`config.mk`:
```
export PLATFORM = sky130hd
export DESIGN_NAME = btb_ctrl
export DESIGN_NICKNAME = d
export VERILOG_FILES = /design/src/rtl/btb_ctrl_pkg.sv /design/src/rtl/btb_way_update.sv /design/src/rtl/btb_ctrl.sv
export SDC_FILE = /design/constraint.sdc
export NUM_CORES = 1
export LEC_CHECK = 0
export ABC_AREA = 1
export BUFFER_PORTS_ARGS = -buffer_cell sky130_fd_sc_hd__buf_2
export CAP_MARGIN = 20
export CORE_AREA = 3 3 206 208
export CTS_CLUSTER_SIZE = 20
export DETAILED_ROUTE_END_ITERATION = 10
export DIE_AREA = 0 0 209 211
export GPL_TIMING_DRIVEN = 0
export PLACE_DENSITY = 0.48
export SYNTH_ARGS = -nofsm -noshare
export SYNTH_HDL_FRONTEND = slang
export SYNTH_HIERARCHICAL = 1
export SYNTH_SLANG_ARGS = --single-unit
```
`constraint.sdc`:
```
create_clock -name clk -period 3.1 [get_ports clk]
set_clock_uncertainty 0.05 [all_clocks]
set_input_delay 0 -clock clk [delete_from_list [all_inputs] [get_ports clk]]
set_output_delay 0 -clock clk [all_outputs]
set_load 0.005 [all_outputs]
```
`src/rtl/btb_ctrl_pkg.sv`:
```
// Shared geometry, way field layout and FSM encodings for the 8-set, 2-way BTB control stage.
package btb_ctrl_pkg;

   localparam int BTB_SETS  = 8;
   localparam int BTB_WAYS  = 2;
   localparam int IDX_W     = 3;
   localparam int TAG_W     = 27;
   localparam int WAY_W     = 64;
   localparam int SET_W     = WAY_W * BTB_WAYS;

   localparam int VALID_BIT = 63;
   localparam int TAG_MSB   = 62;
   localparam int TAG_LSB   = 36;
   localparam int TGT_MSB   = 35;
   localparam int TGT_LSB   = 4;
   localparam int RSVD_BIT  = 3;
   localparam int LRU_BIT   = 2;
   localparam int CTR_MSB   = 1;
   localparam int CTR_LSB   = 0;

   localparam logic [1:0] CTR_WEAK_TAKEN = 2'b10;

   typedef enum logic [0:0] {
      INIT = 1'b0,
      RUN  = 1'b1
   } btb_state_t;

   // Two-bit saturating counter step toward the resolved direction.
   function automatic logic [1:0] ctr_next(input logic [1:0] ctr, input logic taken);
      logic [1:0] res;
      if (taken) begin
         res = (ctr == 2'b11) ? 2'b11 : ctr + 2'b01;
      end else begin
         res = (ctr == 2'b00) ? 2'b00 : ctr - 2'b01;
      end
      return res;
   endfunction

endpackage

```
`src/rtl/btb_way_update.sv`:
```
// Computes the replacement contents of one BTB way from its current contents and the update controls.
module btb_way_update
   import btb_ctrl_pkg::*;
(
   input  logic [WAY_W-1:0] way_in,
   input  logic             hit,
   input  logic             alloc,
   input  logic             taken,
   input  logic [TAG_W-1:0] tag,
   input  logic [31:0]      target,
   input  logic             lru_val,
   output logic [WAY_W-1:0] way_out
);

   // Allocation rewrites the whole way; a hit only trains the counter and, when taken, the target.
   always_comb begin
      way_out = way_in;
      if (alloc) begin
         way_out[VALID_BIT]        = 1'b1;
         way_out[TAG_MSB:TAG_LSB]  = tag;
         way_out[TGT_MSB:TGT_LSB]  = target;
         way_out[CTR_MSB:CTR_LSB]  = CTR_WEAK_TAKEN;
      end else if (hit) begin
         way_out[CTR_MSB:CTR_LSB]  = ctr_next(way_in[CTR_MSB:CTR_LSB], taken);
         if (taken) begin
            way_out[TGT_MSB:TGT_LSB] = target;
         end else begin
            way_out[TGT_MSB:TGT_LSB] = way_in[TGT_MSB:TGT_LSB];
         end
      end else begin
         way_out = way_in;
      end
      way_out[RSVD_BIT] = 1'b0;
      way_out[LRU_BIT]  = lru_val;
   end

endmodule

```
`src/rtl/btb_ctrl.sv`:
```
// BTB control stage: post-reset clear sweep, fetch prediction, and resolved-branch set update.
module btb_ctrl
   import btb_ctrl_pkg::*;
(
   input  logic             clk,
   input  logic             rst,
   input  logic [31:0]      fetch_pc,
   input  logic [SET_W-1:0] read_set,
   input  logic [SET_W-1:0] update_set,
   input  logic             upd_valid,
   input  logic [31:0]      upd_pc,
   input  logic [31:0]      upd_target,
   input  logic             upd_taken,
   output logic [IDX_W-1:0] read_index,
   output logic [IDX_W-1:0] update_index,
   output logic [IDX_W-1:0] write_index,
   output logic [SET_W-1:0] write_set,
   output logic             write_en,
   output logic             predict_taken,
   output logic [31:0]      predict_target,
   output logic             btb_ready
);

   btb_state_t       state_r;
   logic [IDX_W-1:0] init_cnt_r;
   logic             q_valid_r;
   logic [31:2]      q_pc_r;
   logic [31:0]      q_target_r;
   logic             q_taken_r;

   logic [TAG_W-1:0] q_tag_s;
   logic [WAY_W-1:0] u_w0_s;
   logic [WAY_W-1:0] u_w1_s;
   logic             u_hit0_s;
   logic             u_hit1_s;
   logic             u_hit_s;
   logic             victim1_s;
   logic             alloc0_s;
   logic             alloc1_s;
   logic             touched1_s;
   logic             upd_we_s;
   logic [WAY_W-1:0] w0_new_s;
   logic [WAY_W-1:0] w1_new_s;

   logic [TAG_W-1:0] f_tag_s;
   logic [WAY_W-1:0] r_w0_s;
   logic [WAY_W-1:0] r_w1_s;
   logic             p_hit0_s;
   logic             p_hit1_s;
   logic             unused_s;

   // FSM, sweep counter and the single-entry update register.
   always_ff @(posedge clk) begin
      if (rst) begin
         state_r    <= INIT;
         init_cnt_r <= 3'd0;
         q_valid_r  <= 1'b0;
         q_pc_r     <= 30'd0;
         q_target_r <= 32'd0;
         q_taken_r  <= 1'b0;
      end else begin
         case (state_r)
            INIT: begin
               init_cnt_r <= init_cnt_r + 3'd1;
               if (init_cnt_r == 3'd7) begin
                  state_r <= RUN;
               end else begin
                  state_r <= INIT;
               end
            end
            RUN:     state_r <= RUN;
            default: state_r <= INIT;
         endcase
         q_valid_r <= upd_valid && (state_r == RUN);
         if (upd_valid && (state_r == RUN)) begin
            q_pc_r     <= upd_pc[31:2];
            q_target_r <= upd_target;
            q_taken_r  <= upd_taken;
         end
      end
   end

   assign q_tag_s      = q_pc_r[31:5];
   assign update_index = q_pc_r[4:2];
   assign read_index   = fetch_pc[4:2];
   assign u_w0_s       = update_set[WAY_W-1:0];
   assign u_w1_s       = update_set[SET_W-1:WAY_W];

   // Hit detection and victim choice for the queued update; way0 wins a double hit.
   always_comb begin
      u_hit0_s = u_w0_s[VALID_BIT] && (u_w0_s[TAG_MSB:TAG_LSB] == q_tag_s);
      u_hit1_s = u_w1_s[VALID_BIT] && (u_w1_s[TAG_MSB:TAG_LSB] == q_tag_s) && !u_hit0_s;
      u_hit_s  = u_hit0_s || u_hit1_s;
      if (!u_w0_s[VALID_BIT]) begin
         victim1_s = 1'b0;
      end else if (!u_w1_s[VALID_BIT]) begin
         victim1_s = 1'b1;
      end else begin
         victim1_s = u_w0_s[LRU_BIT];
      end
      alloc0_s   = !u_hit_s && q_taken_r && !victim1_s;
      alloc1_s   = !u_hit_s && q_taken_r && victim1_s;
      touched1_s = u_hit1_s || alloc1_s;
      upd_we_s   = q_valid_r && (state_r == RUN) && (u_hit_s || q_taken_r);
   end

   // The LRU bit lives in way0 and names the way not touched by this update.
   btb_way_update u_way0 (
      .way_in  (u_w0_s),
      .hit     (u_hit0_s),
      .alloc   (alloc0_s),
      .taken   (q_taken_r),
      .tag     (q_tag_s),
      .target  (q_target_r),
      .lru_val (!touched1_s),
      .way_out (w0_new_s)
   );

   btb_way_update u_way1 (
      .way_in  (u_w1_s),
      .hit     (u_hit1_s),
      .alloc   (alloc1_s),
      .taken   (q_taken_r),
      .tag     (q_tag_s),
      .target  (q_target_r),
      .lru_val (1'b0),
      .way_out (w1_new_s)
   );

   // Write port: clearing sweep in INIT, trained set in RUN.
   always_comb begin
      write_en    = 1'b1;
      write_index = init_cnt_r;
      write_set   = {SET_W{1'b0}};
      btb_ready   = 1'b0;
      case (state_r)
         INIT: begin
            write_en    = 1'b1;
            write_index = init_cnt_r;
            write_set   = {SET_W{1'b0}};
            btb_ready   = 1'b0;
         end
         RUN: begin
            write_en    = upd_we_s;
            write_index = q_pc_r[4:2];
            write_set   = {w1_new_s, w0_new_s};
            btb_ready   = 1'b1;
         end
         default: begin
            write_en    = 1'b1;
            write_index = init_cnt_r;
            write_set   = {SET_W{1'b0}};
            btb_ready   = 1'b0;
         end
      endcase
   end

   assign f_tag_s = fetch_pc[31:5];
   assign r_w0_s  = read_set[WAY_W-1:0];
   assign r_w1_s  = read_set[SET_W-1:WAY_W];

   // Zero-latency prediction from the fetched set; silent until the sweep completes.
   always_comb begin
      p_hit0_s       = r_w0_s[VALID_BIT] && (r_w0_s[TAG_MSB:TAG_LSB] == f_tag_s);
      p_hit1_s       = r_w1_s[VALID_BIT] && (r_w1_s[TAG_MSB:TAG_LSB] == f_tag_s);
      predict_taken  = 1'b0;
      predict_target = 32'd0;
      if (state_r != RUN) begin
         predict_taken  = 1'b0;
         predict_target = 32'd0;
      end else if (p_hit0_s) begin
         predict_taken  = r_w0_s[CTR_MSB];
         predict_target = r_w0_s[TGT_MSB:TGT_LSB];
      end else if (p_hit1_s) begin
         predict_taken  = r_w1_s[CTR_MSB];
         predict_target = r_w1_s[TGT_MSB:TGT_LSB];
      end else begin
         predict_taken  = 1'b0;
         predict_target = 32'd0;
      end
   end

   assign unused_s = ^{fetch_pc[1:0], upd_pc[1:0],
                       read_set[RSVD_BIT:LRU_BIT], read_set[CTR_LSB],
                       read_set[WAY_W+RSVD_BIT:WAY_W+LRU_BIT], read_set[WAY_W+CTR_LSB]};

endmodule
```
## After elaboration in Yosys (flattened, before gate mapping)

Cells that the tools add are included.

- Flip-flop bits (word level): 68
- Bits of input ports: 356
- Output and inout bits: 172
- Word-level logic and storage cells: 69

- Add/sub/neg operators: 5
- Eq/ne operators: 7
- Multiplexer cells: 30
- Bitwise gates (word level): 1
- Reductions and logical operators: 20

Operators with widths:

| operator | number |
|---|---|
| case mux 128 bit (2 select lines) | 1 |
| two-way mux 32 bit | 7 |
| two-way mux 60 bit | 2 |
| == test 27 bit | 4 |
| two-way mux 2 bit | 10 |
| logical AND 1 bit | 11 |
| two-way mux 1 bit | 6 |
| case mux 1 bit (2 select lines) | 3 |
| case mux 3 bit (2 select lines) | 1 |
| adder 2 x 1 -> 2 bit (second input constant) | 2 |
| == test 2 bit (second input constant) | 2 |
| logical NOT 1 bit | 4 |
| logical NOT 2 bit | 2 |
| subtractor 2 x 1 -> 2 bit (second input constant) | 2 |
| adder 3 x 1 -> 3 bit (second input constant) | 1 |
| == test 3 bit (second input constant) | 1 |
| logical OR 1 bit | 3 |
| NOT 1 bit | 1 |

## Longest topological paths before layout

- Depth after elaboration: 11
- Mapped depth: 18
- Gate-level depth less buffers: 17

## Cells and area by module

The synthesis kept the hierarchy.

By module, submodules not included:

| module | instances | cells an instance | area an instance (um2) | sequential area each (um2) |
|---|---|---|---|---|
| btb_ctrl | 1 | 1261 | 6706.4 | 1361.3 |
| btb_way_update | 2 | 211 | 903.4 | 0.0 |

## Least setup slack after synthesis

Ideal clock, no wire load.

- Path type: register to output
- Start: register q_pc_r[22] in the netlist's numbering
- End: output port write_set[108]
- Data arrival time: 1.783 ns
- Required time: 3.050 ns
- Slack: 1.267 ns
- Cell stages (with the launch flop): 16
- Buffers on the path: 2
- Cells stage by stage: dfxtp_1 -> inv_1 -> or2_2 -> nand2_1 -> nor2_1 -> nand3_1 -> nor2_1 -> nand2_1 -> nand3_1 -> nor2_1 -> buf_2 -> buf_4 -> nand2_1 -> nand2_1 -> nand2_1 -> inv_1

- Word-level cells in the longest chain between the ends: 10
- Elaborated cells on any way between the ends: 12
- Classes of those cells: eq/ne: 2; mux: 2; reduce/logical: 8

RTL lines:

| what | RTL line | text |
|---|---|---|
| start, declared | btb_ctrl.sv:27 | `logic [31:2] q_pc_r;` |
| start signal, assigned | btb_ctrl.sv:76 | `q_pc_r <= upd_pc[31:2];` |
| == test 27 bit | btb_ctrl.sv:91 | `u_hit0_s = u_w0_s[VALID_BIT] && (u_w0_s[TAG_MSB:TAG_LSB] == q_tag_s);` |
| logical AND 1 bit | btb_ctrl.sv:91 |  |
| logical NOT 1 bit | btb_ctrl.sv:92 | `u_hit1_s = u_w1_s[VALID_BIT] && (u_w1_s[TAG_MSB:TAG_LSB] == q_tag_s) && !u_hit0_s;` |
| logical AND 1 bit | btb_ctrl.sv:92 |  |
| logical OR 1 bit * | btb_ctrl.sv:93 | `u_hit_s = u_hit0_s \|\| u_hit1_s;` |
| logical NOT 1 bit * | btb_ctrl.sv:102 | `alloc1_s = !u_hit_s && q_taken_r && victim1_s;` |
| logical AND 1 bit * (2 in a row) | btb_ctrl.sv:102 |  |
| named net alloc1_s | btb_ctrl.sv:39 | `logic alloc1_s;` |
| two-way mux 60 bit * | btb_way_update.sv:18 | `if (alloc) begin` |
| named net w1_new_s[44] | btb_ctrl.sv:43 | `logic [WAY_W-1:0] w1_new_s;` |
| case mux 128 bit (2 select lines) * | btb_ctrl.sv:136 | `case (state_r)` |
| end, declared | btb_ctrl.sv:17 | `output logic [SET_W-1:0] write_set,` |

Mark *: on every way through the listed nets, which the timed path passes. The rest lies on a longest branch. The select of a mux whose other input is x is not followed.

## Worst setup path in the final report

- Start: register q_pc_r[16] in the netlist's numbering
- End: output port write_set[92]

- Word-level cells in the longest chain between the ends: 10
- Elaborated cells on any way between the ends: 13
- Classes of those cells: eq/ne: 2; mux: 3; reduce/logical: 8

RTL lines:

| what | RTL line | text |
|---|---|---|
| == test 27 bit | btb_ctrl.sv:91 |  |
| logical AND 1 bit | btb_ctrl.sv:91 |  |
| logical NOT 1 bit | btb_ctrl.sv:92 |  |
| logical AND 1 bit * | btb_ctrl.sv:92 |  |
| named net u_hit1_s | btb_ctrl.sv:35 | `logic u_hit1_s;` |
| logical OR 1 bit | btb_ctrl.sv:93 |  |
| logical NOT 1 bit | btb_ctrl.sv:102 |  |
| logical AND 1 bit (2 in a row) | btb_ctrl.sv:102 |  |
| two-way mux 60 bit * | btb_way_update.sv:18 |  |
| named net w1_new_s[28] | btb_ctrl.sv:43 |  |
| case mux 128 bit (2 select lines) * | btb_ctrl.sv:136 |  |

Marked as above.

==> flow_metrics.env <==
export IMPL_outcome="finished, final reports clean"
export IMPL_routedWlPerCell_um=17.46
export IMPL_vias=12390
export IMPL_final_max_slew_viol_count=0
export IMPL_synth_mux_area_frac=0
export IMPL_rsz0062_at_grt="true"
export IMPL_fp_dieW_um=209
export IMPL_core_um2=40740
export IMPL_crit_arrival_ps=2890
export IMPL_hold_ws_ps=118.7
export IMPL_end_kind="primary output"
export IMPL_path_max_fanout=10
export IMPL_p_leak_uw=0.007743
export IMPL_clockBufferDepth=2
export IMPL_finalCritPeriodShare=0.9476
export IMPL_ys_types=41
export IMPL_synth_warnings=6
export IMPL_worstPathRequired_ps=3050
export IMPL_synth_xor_area_frac=0.02778
export IMPL_synth_top_family_by_area="simple AND/OR/NAND/NOR gates"
export IMPL_synthSimpleGateAreaFrac=0.5320
export IMPL_critical_path_class="flop to primary output"
export IMPL_buffer_ports_inserted=507
export IMPL_drc_errors=0
export IMPL_ys_seq_area_frac=0.1599
export IMPL_design_area_um2=12780
export IMPL_area_growth_synth_to_final_pct=50.12
export IMPL_yosysTopAreaCellShare=0.3408
export IMPL_worstMarginPinSlew_ps=785.4
export IMPL_synth_fa_ha_area_frac=0.002939
export IMPL_period_needed_ps=2938
export IMPL_die_area_um2=44100
export IMPL_synth_compound_area_frac=0.09641
export IMPL_synthTopCellsByCount="nand2_1, inv_1, nor2_1, nand3_1"
export IMPL_num_nets_final=2624
export IMPL_maxCapViolations=0
export IMPL_drive_gt1_frac=0.2836
export IMPL_wl_um=49040
export IMPL_synth_nets=2041
export IMPL_dpl_cell_area_um2=11720
export IMPL_htree_levels=3
export IMPL_grt_pass1_vias=12240
export IMPL_max_clock_freq_mhz=340.4
export IMPL_grt_max_degree=13
export IMPL_syn_area_um2=8513
export IMPL_setup_violations=0
export IMPL_ys_async_sr_fraction=0
export IMPL_numCtsBuffers=9
export IMPL_dp_hpwl_um=41570
export IMPL_startpoint_type="flop"
export IMPL_ys_ff_latch=68
export IMPL_synth_most_common_cell="nand2_1"
export IMPL_ioPinCount=528
export IMPL_die_height_um=211
export IMPL_synth_area_top_cells="nand2_1, dfxtp_1, inv_1"
export IMPL_grtUsageTotal=0.2115
export IMPL_fillerInstances=4761
export IMPL_grt_pass1_wl_um=72230
export IMPL_irDropWorstVdd_v=0.0002889
export IMPL_rows=74
export IMPL_hp_class="input port to primary output"
export IMPL_avgSynthCellArea_um2=5.058
export IMPL_finalHoldViolCount=0
export IMPL_initial_core_util=0.2090
export IMPL_clk_pin_slew_ps=80
export IMPL_netlist_instances=1683
export IMPL_power_density_nw_per_um2=223.9
export IMPL_grt_overflow_total=0
export IMPL_cts_sinks=68
export IMPL_synthFlopType="dfxtp_1"
export IMPL_synth_edf_count=0
export IMPL_yosys_area_top_type="nand2_1"
export IMPL_clk_insertion_delay_late_ps=340
export IMPL_slew_headroom=0.4764
export IMPL_ant_nets=0
export IMPL_dr_pass1_iters=7
export IMPL_antenna_found_initial=9
export IMPL_clockRootBuffer="clkbuf_16"
export IMPL_place_congestion=0.9275
export IMPL_via_per_inst=4.409
export IMPL_drtIter0Drc=772
export IMPL_cts_tree="done"
[per-stage QoR]
| stage | std cells | util | total power [uW] | setup slack, ps | TNS [ps] |
|---|---|---|---|---|---|
| after floorplan | 1683 | - | 1208 | 1267 | 0 |
| after global placement | 2722 | 0.2876 | 1585 | 178.3 | 0 |
| after detailed placement | 2722 | 0.2876 | 1588 | 89.67 | 0 |
| after CTS | 2801 | 0.3116 | 2894 | 12.36 | 0 |
| after global routing | 2808 | 0.3136 | 3010 | -5.203 | -5.203 |
| final | 2809 | 0.3137 | 2862 | 162.5 | 0 |
[layout by cell type, fill, tap and decap left out, types with 3 or more instances in the layout]
cell type,count
a211oi_1,26
a21oi_1,68
a21oi_2,8
buf_2,524
buf_4,24
buf_6,11
clkbuf_1,32
clkbuf_16,9
clkbuf_4,7
conb_1,3
dfxtp_1,67
diode_2,6
dlygate4sd3_1,63
inv_1,255
inv_2,8
nand2_1,773
nand2_2,3
nand3_1,83
nand3b_1,37
nand4_1,19
nor2_1,119
nor2_2,24
nor3_1,9
o21ai_0,25
o21ai_1,8
or2_2,8
xnor2_1,19
xor2_1,5
[metal layers]
layer | wire length (um) | vias to the layer above | track usage
met1 | 20820 | 5626 | 0.2664
met5 | 28 | - | 0
li1 | - | 6234 | -
met3 | 2842 | 51 | 0.02926
met4 | 744 | 6 | 0.04965
met2 | 24600 | 469 | 0.3824
[layout make-up]
cell class / count / area, um^2 / area share
multi-input cells: 1260 / 5655 / 0.4425
repair buffers: 572 / 3183 / 0.2491
flip-flops and latches: 68 / 1363 / 0.1066
inverters: 263 / 987.2 / 0.07725
well taps: 532 / 665.6 / 0.05209
plain buffers: 92 / 574.3 / 0.04494
clock buffers: 11 / 252.7 / 0.01978
clock inverters: 5 / 83.83 / 0.006560
diodes: 6 / 15.01 / 0.001175
[path summary, 6_finish.rpt]
| path | endpoint | start | slack [ps] | cells after the start |
|---|---|---|---|---|
| worst max-delay path | write_set[92] | q_pc_r[16] | 160 | 16 |
| worst min-delay path | read_index[2] | fetch_pc[4] | 120 | 2 |
| worst max register to register | q_target_r[7] | state_r | 1040 | 7 |
| worst min register to register | init_cnt_r[2] | init_cnt_r[2] | 430 | 2 |
[state kept, by name, summed over array words and instances, names as in the netlist]
register / flops
q_pc_r: 30
q_valid_r: 1
state_r: 1
q_target_r: 32
init_cnt_r: 3
q_taken_r: 1
[power by group]
group          leakage (uW)  total (uW)  internal (uW)  switching (uW)
logic               0.00704         755            364             392
registers          0.000549         887            880            6.61
clock network      0.000158        1220            752             468
[worst max-delay path, cell delays in order (launching register included)]
cell     delay (ps)
dfxtp_1         410
inv_1           100
nand2_1         130
nand4_1         120
nor3_1          200
nand2_1          90
nor2_1           90
nand4_1         190
nor2_2          220
nand2_2         200
nand2_4         170
buf_6           160
nand2_1          90
nand2_1          60
nand2_1          50
inv_1           120
buf_2           120
[kinds of logic (layout without fill, tap and decap cells)]
group / after synthesis / count (layout)
AOI/OAI and AO/OA: 141 / 141
DFF: 68 / 68
other: 3 / 9
adders and majority gates: 2 / 2
xor gates and xnor gates: 27 / 27
buffers and inverters: 355 / 943
and+or+nand+nor: 1087 / 1087
[timing repair]
action,in CTS,in global routing
endpoints found under the setup margin,61,60
pin swaps,0,0
setup buffers,0,2
hold buffers,63,0
gates resized for setup,3,20
hold endpoints to repair,63,0
(Power assumes the default switching activity.)
